--- config.mk ---
export PLATFORM = sky130hd
export DESIGN_NAME = reset_sequencer_flat
export DESIGN_NICKNAME = d
export VERILOG_FILES = /design/src/rtl/reset_sequencer_pkg.sv /design/src/rtl/reset_sequencer_if.sv /design/src/rtl/reset_sequencer_bit_sync.sv /design/src/rtl/reset_sequencer.sv /design/src/flat_wrapper.sv
export SDC_FILE = /design/constraint.sdc
export NUM_CORES = 1
export LEC_CHECK = 0
export ABC_AREA = 1
export BUFFER_PORTS_ARGS = -buffer_cell sky130_fd_sc_hd__buf_2
export CORE_MARGIN = 4
export CORE_UTILIZATION = 40
export CTS_CLUSTER_DIAMETER = 200
export CTS_CLUSTER_SIZE = 25
export DETAILED_ROUTE_END_ITERATION = 8
export HOLD_SLACK_MARGIN = 0.1
export SKIP_CTS_REPAIR_TIMING = 1
export SLEW_MARGIN = 30
export SYNTH_ARGS = -nofsm -noshare
export SYNTH_HDL_FRONTEND = slang
export SYNTH_SLANG_ARGS = --single-unit
--- constraint.sdc ---
create_clock -name clk -period 1.45 [get_ports clk]
set_input_delay 0 -clock clk [delete_from_list [all_inputs] [get_ports clk]]
set_output_delay 0 -clock clk [all_outputs]
set_load 0.01 [all_outputs]
--- src/rtl/reset_sequencer_pkg.sv ---
// Shared types and width helpers for the reset sequencer.
package reset_seq_pkg;

  typedef enum logic [2:0] {
    LOCK_WAIT,
    DELAY,
    READY,
    RUN,
    HOLD
  } state_t;

  function automatic int clog2_min1(input int n);
    int w;
    w = $clog2(n);
    return (w < 1) ? 1 : w;
  endfunction

  function automatic int max3(input int a, input int b, input int c);
    int m;
    m = (a > b) ? a : b;
    return (m > c) ? m : c;
  endfunction

endpackage

--- src/rtl/reset_sequencer_if.sv ---
// Control/status bundle between the reset sequencer and the subsystems it releases.
interface reset_sequencer_if #(
  parameter int NUM_STAGES = 3
);
  localparam int SW = reset_seq_pkg::clog2_min1(NUM_STAGES);

  logic                  sw_reset_req;
  logic [NUM_STAGES-1:0] stage_ready;
  logic [NUM_STAGES-1:0] stage_sreset;
  logic                  all_done;
  logic [SW-1:0]         cur_stage;
  logic                  seq_error;

  modport master (
    input  sw_reset_req,
    input  stage_ready,
    output stage_sreset,
    output all_done,
    output cur_stage,
    output seq_error
  );

  modport slave (
    output sw_reset_req,
    output stage_ready,
    input  stage_sreset,
    input  all_done,
    input  cur_stage,
    input  seq_error
  );

endinterface

--- src/rtl/reset_sequencer_bit_sync.sv ---
// Two-flop synchroniser for a single asynchronous level signal.
module bit_sync (
  input  logic clk,
  input  logic areset,
  input  logic d,
  output logic q
);

  logic meta_q;
  logic sync_q;

  always_ff @(posedge clk or posedge areset) begin
    if (areset) begin
      meta_q <= 1'b0;
      sync_q <= 1'b0;
    end else begin
      meta_q <= d;
      sync_q <= meta_q;
    end
  end

  assign q = sync_q;

endmodule

--- src/rtl/reset_sequencer.sv ---
// Releases per-subsystem synchronous resets in index order after a filtered PLL lock,
// and reasserts them all together on lock loss or software request.
module reset_sequencer
  import reset_seq_pkg::*;
#(
  parameter int NUM_STAGES    = 3,
  parameter int LOCK_FILTER   = 16,
  parameter int STAGE_DELAY   = 100,
  parameter int READY_TIMEOUT = 0
) (
  input  logic              clk,
  input  logic              areset,
  input  logic              pll_lock,
  reset_sequencer_if.master bus
);

  localparam int SW = clog2_min1(NUM_STAGES);
  localparam int CW = clog2_min1(max3(LOCK_FILTER, STAGE_DELAY, READY_TIMEOUT) + 1);

  localparam logic [CW-1:0] FILTER_LAST  = CW'(LOCK_FILTER - 1);
  localparam logic [CW-1:0] DELAY_LAST   = CW'(STAGE_DELAY - 1);
  localparam logic [CW-1:0] TIMEOUT_LAST = (READY_TIMEOUT > 0) ? CW'(READY_TIMEOUT - 1) : '0;
  localparam logic [SW-1:0] STAGE_LAST   = SW'(NUM_STAGES - 1);
  localparam logic [CW-1:0] CTR_MAX      = '1;

  state_t                state_q, state_d;
  logic [CW-1:0]         ctr_q, ctr_d;
  logic [SW-1:0]         stage_q, stage_d;
  logic [NUM_STAGES-1:0] sreset_q, sreset_d;
  logic                  all_done_q, all_done_d;
  logic                  seq_error_q, seq_error_d;

  logic                  lock_s;
  logic [NUM_STAGES-1:0] stage_sel;
  logic                  ready_k;
  logic [CW-1:0]         ctr_inc;
  logic                  lock_lost;
  logic                  sw_accept;
  logic                  timeout_hit;

  bit_sync u_lock_sync (
    .clk    (clk),
    .areset (areset),
    .d      (pll_lock),
    .q      (lock_s)
  );

  for (genvar gi = 0; gi < NUM_STAGES; gi++) begin : g_sel
    assign stage_sel[gi] = (stage_q == SW'(gi));
  end

  assign ready_k   = |(bus.stage_ready & stage_sel);
  assign ctr_inc   = (ctr_q == CTR_MAX) ? ctr_q : ctr_q + CW'(1);
  // Lock loss outranks a software request arriving in the same cycle.
  assign lock_lost = (state_q != LOCK_WAIT) && !lock_s;
  assign sw_accept = (state_q != LOCK_WAIT) && lock_s && bus.sw_reset_req;

  always_ff @(posedge clk or posedge areset) begin
    if (areset) begin
      state_q     <= LOCK_WAIT;
      ctr_q       <= '0;
      stage_q     <= '0;
      sreset_q    <= '1;
      all_done_q  <= 1'b0;
      seq_error_q <= 1'b0;
    end else begin
      state_q     <= state_d;
      ctr_q       <= ctr_d;
      stage_q     <= stage_d;
      sreset_q    <= sreset_d;
      all_done_q  <= all_done_d;
      seq_error_q <= seq_error_d;
    end
  end

  // One shared counter: filter in LOCK_WAIT, delay in DELAY/HOLD, timeout in READY.
  always_comb begin
    state_d = state_q;
    ctr_d   = ctr_q;
    stage_d = stage_q;
    if (lock_lost) begin
      state_d = LOCK_WAIT;
      ctr_d   = '0;
      stage_d = '0;
    end else if (sw_accept) begin
      state_d = HOLD;
      ctr_d   = '0;
      stage_d = '0;
    end else begin
      case (state_q)
        LOCK_WAIT: begin
          if (!lock_s) begin
            ctr_d = '0;
          end else if (ctr_q == FILTER_LAST) begin
            state_d = DELAY;
            ctr_d   = '0;
            stage_d = '0;
          end else begin
            ctr_d = ctr_inc;
          end
        end
        DELAY: begin
          if (ctr_q == DELAY_LAST) begin
            state_d = READY;
            ctr_d   = '0;
          end else begin
            ctr_d = ctr_inc;
          end
        end
        READY: begin
          if (ready_k) begin
            ctr_d = '0;
            if (stage_q == STAGE_LAST) begin
              state_d = RUN;
            end else begin
              state_d = DELAY;
              stage_d = stage_q + SW'(1);
            end
          end else begin
            ctr_d = ctr_inc;
          end
        end
        RUN: begin
          ctr_d = '0;
        end
        HOLD: begin
          if (ctr_q == DELAY_LAST) begin
            state_d = DELAY;
            ctr_d   = '0;
          end else begin
            ctr_d = ctr_inc;
          end
        end
        default: begin
          state_d = LOCK_WAIT;
          ctr_d   = '0;
          stage_d = '0;
        end
      endcase
    end
  end

  assign timeout_hit = (READY_TIMEOUT != 0) && (state_q == READY) && (state_d == READY)
                       && (ctr_q >= TIMEOUT_LAST);

  always_comb begin
    sreset_d    = sreset_q;
    all_done_d  = (state_d == RUN);
    seq_error_d = seq_error_q;
    if (state_d == LOCK_WAIT || state_d == HOLD) begin
      sreset_d = '1;
    end else if (state_d == RUN) begin
      sreset_d = '0;
    end else if (state_q == DELAY && state_d == READY) begin
      sreset_d = sreset_q & ~stage_sel;
    end
    if (sw_accept) begin
      seq_error_d = 1'b0;
    end else if (timeout_hit) begin
      seq_error_d = 1'b1;
    end
  end

  // A stage may only be out of reset if every lower-index stage is too.
  for (genvar gi = 1; gi < NUM_STAGES; gi++) begin : g_mono
    assert property (@(posedge clk) disable iff (areset) !sreset_q[gi] |-> !sreset_q[gi-1]);
  end

  assign bus.stage_sreset = sreset_q;
  assign bus.all_done     = all_done_q;
  assign bus.cur_stage    = stage_q;
  assign bus.seq_error    = seq_error_q;

endmodule

--- src/flat_wrapper.sv ---
// flat-port wrapper written by rule: the top's interface ports become plain ports
module reset_sequencer_flat import reset_seq_pkg::*;
#(
  parameter int NUM_STAGES    = 3,
  parameter int LOCK_FILTER   = 16,
  parameter int STAGE_DELAY   = 100,
  parameter int READY_TIMEOUT = 0
)
  (clk, areset, pll_lock, bus_sw_reset_req, bus_stage_ready, bus_stage_sreset, bus_all_done, bus_cur_stage, bus_seq_error);
  reset_sequencer_if #(.NUM_STAGES(NUM_STAGES)) bus_i ();
  input  logic clk;
  input  logic areset;
  input  logic pll_lock;
  input wire logic [$bits(bus_i.sw_reset_req)-1:0] bus_sw_reset_req;
  input wire logic [$bits(bus_i.stage_ready)-1:0] bus_stage_ready;
  output wire logic [$bits(bus_i.stage_sreset)-1:0] bus_stage_sreset;
  output wire logic [$bits(bus_i.all_done)-1:0] bus_all_done;
  output wire logic [$bits(bus_i.cur_stage)-1:0] bus_cur_stage;
  output wire logic [$bits(bus_i.seq_error)-1:0] bus_seq_error;
  assign bus_i.sw_reset_req = bus_sw_reset_req;
  assign bus_i.stage_ready = bus_stage_ready;
  assign bus_stage_sreset = bus_i.stage_sreset;
  assign bus_all_done = bus_i.all_done;
  assign bus_cur_stage = bus_i.cur_stage;
  assign bus_seq_error = bus_i.seq_error;
  reset_sequencer #(.NUM_STAGES(NUM_STAGES), .LOCK_FILTER(LOCK_FILTER), .STAGE_DELAY(STAGE_DELAY), .READY_TIMEOUT(READY_TIMEOUT)) u_core (.clk(clk), .areset(areset), .pll_lock(pll_lock), .bus(bus_i));
endmodule
==> flow_metrics.py <==
metrics = {
    "global_routing": {
        "antenna_found_initial": 0,
        "grt-ovfl-total": 0,
        "grt_use_total_pct": 15.6,
        "grt_pass1_vias": 1023,
        "grt_pass1_wl_mm": 4.41,
        "grt_max_degree": 12,
    },
    "clock_tree": {
        "clock-sinks": 18,
        "root_buffer": "clkbuf_4",
        "cts.reportedPaths.clkPinSlew_ns": 0.11,
        "insertion_delay_ns": 0.29,
        "cts_made_buffers": 3,
        "h-tree-depth": 1,
        "cts_tree": "yes",
        "ctsLongestPathBuffers": 2,
    },
    "detailed_routing": {
        "wl_per_cell_um": 11.9,
        "route.vias.total": 1061,
        "drc_errors": 0,
        "initialDrtViolationCount": 31,
        "avgViaCountPerCell": 4.76,
        "drt-total-wl_mm": 2.65,
        "first_pass_iters": 4,
        "ant_nets": 0,
    },
    "floorplanning": {
        "start_util_pct": 41.6,
        "die_x_um": 61.3,
        "die_area_mm2": 0.00376,
        "fp.coreArea_mm2": 0.00273,
        "ios": 14,
        "die_h_um": 61.3,
        "row_count": 19,
    },
    "worst_setup_path": {
        "endpoint_kind": "flip-flop",
        "path_max_fanout": 6,
        "crit_type": "reg -> reg",
        "cp_slowest_cell": "dfrtp_2",
        "crit_chain": "nor3_4 > inv_1 > o21ai_1 > a21oi_2 > o21ai_2 > nand2_2 > nor2_1",
        "critPathArrivalTime_ns": 1.83,
        "max_stage_delay_ns": 0.49,
        "reg2reg_slack_ns": -0.15,
        "reg2regPathDepth": 7,
        "crit_required_ns": 1.67,
        "start_kind": "flip-flop",
    },
    "sta": {
        "finalCritPeriodShare_pct": 111,
        "timing.final.max_slew_violations": 0,
        "rsz0062_at_grt": "true",
        "setup_ws_ns": -0.152,
        "min_period_ns": 1.60,
        "fin_skew_ns": 0.00712,
        "timing.fmax_mhz": 624,
        "hold_viol": 0,
        "finalSetupViolCount": 13,
    },
    "synthesis": {
        "synth-edff-count": 0,
        "synthFlopType": "dfrtp_1",
        "ys_seq_elements": 18,
        "yosysMostFrequentCell": "nand2_1",
        "synth_cell_types": 26,
        "yosysWarnings": 0,
        "synth_top_area_cell": "dfrtp_1",
        "synth_commonest_cells": "nand2_1, inv_1, nor2_1",
        "syn_area_mm2": 0.00114,
        "synthTopCellsByArea": "dfrtp_1, nand2_1, dfstp_2, inv_1, nand3_1",
        "synth_nets": 163,
        "async_flop_share_pct": 100,
        "ys_seq_area_share_pct": 39.9,
        "netlist_instances": 152,
        "synth_top_area_share_pct": 33.0,
        "synth_area_per_cell_um2": 7.48,
    },
    "flow_run": {
        "cap_violations": 0,
    },
    "cells_and_area": {
        "stdcell_count": 223,
        "num_antenna_cells": 0,
        "finish.utilization_pct": 61.3,
        "num-fill-cells": 243,
        "stdcell_area_mm2": 0.00168,
        "areaGrowthSynthToFinish_pct": 47.4,
        "nets": 204,
        "drive_gt1_share_pct": 48.4,
    },
    "min_path": {
        "hold_class": "in -> async",
    },
    "placed_design": {
        "placed_area_mm2": 0.00143,
        "io_buffers": 12,
        "dpl.hpwl_mm": 2.00,
        "place_inst": 215,
        "dp_worst_setup_slack_ns": -0.155,
        "place_congestion": 0.844,
    },
    "status": {
        "failed_checks": "negative setup slack",
        "status": "finished with violations",
    },
    "power": {
        "total_leakage_power_nw": 0.890,
        "power_density_mw_per_mm2": 916,
        "finalPower_w": 0.00154,
        "peakVddDrop_v": 0.000571,
    },
}
==> metrics by stage <==
step / hold WS, ns / setup TNS, ns
after CTS: -0.370 / -1.58
after global placement: -0.0472 / -1.08
after global routing: 0.231 / -2.99
final: 0.180 / -1.42
after floorplan: -0.0637 / -0.251
after detailed placement: -0.0395 / -1.34
==> flip-flops by register name, summed over array words and instances, names as in the netlist <==
register	count
u_core.ctr_q	7
u_core.state_q	3
u_core.u_lock_sync.q	1
u_core.bus.cur_stage	2
u_core.u_lock_sync.meta_q	1
u_core.bus.all_done	1
u_core.bus.stage_sreset	3
==> worst max-delay path: cells and delay by family, from the launching register on <==
family                 cells  cell delay, ns
and+or+nand+nor            3            0.58
DFF                        1            0.49
AOI/OAI and AO/OA          3            0.36
buffers and inverters      1            0.11
==> where the power goes <==
group	switching (W)	total [W]	internal, W	leakage [nW]
Combinational	0.000334	0.000600	0.000266	0.640
Clock	0.000163	0.000316	0.000153	0.0210
Sequential	0.0000658	0.000621	0.000555	0.229
Total	0.000563	0.00154	0.000973	0.890
==> placed cells by master (no fill, tap or decap) <==
cell type,netlist,routed
a21oi_1,3,1
a21oi_2,0,2
buf_2,0,12
buf_4,1,22
clkbuf_4,0,3
clkbuf_8,0,1
conb_1,1,1
dfrtp_1,15,12
dfrtp_2,0,3
dfstp_2,3,3
dlygate4sd3_1,0,3
ha_4,0,4
inv_1,20,18
inv_2,4,3
inv_4,0,3
nand2_1,41,25
nand2_2,3,14
nand2_4,0,5
nand3_1,13,9
nand3_2,3,3
nand3_4,1,5
nand4_1,2,2
nor2_1,17,14
nor2_2,0,3
nor3_1,1,1
nor3_2,2,1
nor3_4,1,2
o21ai_0,7,6
o21ai_1,2,2
o21ai_2,1,1
o21ai_4,0,1
o21bai_4,0,1
o31ai_1,1,1
or2_2,1,1
xnor2_1,1,1
xor2_1,3,3
==> worst paths after layout <==
kind,startpoint,end
max,u_core.state_q[2],u_core.ctr_q[5]
min,areset,u_core.bus.cur_stage[1]
max reg2reg,u_core.state_q[2],u_core.ctr_q[5]
min reg2reg,u_core.u_lock_sync.meta_q,u_core.u_lock_sync.q
max in group asynchronous,areset,u_core.state_q[2]
min in group clk,pll_lock,u_core.u_lock_sync.meta_q
==> final cells by class <==
type	count	area (um2)	share of cell area, %
multi-input combinational	109	791	47.2
timing repair buffer	37	255	15.2
inverter	24	97.6	5.82
tap	31	38.8	2.31
clock buffer	4	36.3	2.16
sequential	18	458	27.3
==> cells by family after synthesis <==
group           after synthesis  synth area share, %
flops                        18                 39.9
buf+inv                      25                 8.58
other cells                   1                0.330
compound gates               15                 7.70
simple gates                 85                 36.0
xor+xnor                      4                 3.08
fa+ha+maj                     4                 4.40
==> routing by layer <==
metal	vias to the layer above	global-route usage [%]	part of all wire [%]
li1	560	-	-
met1	490	22.9	47
met2	9	23.1	50
met3	2	2.10	2.2
met4	0	6.19	0.64
met5	-	0	0
Note: power is estimated with default switching activity, not from simulation.
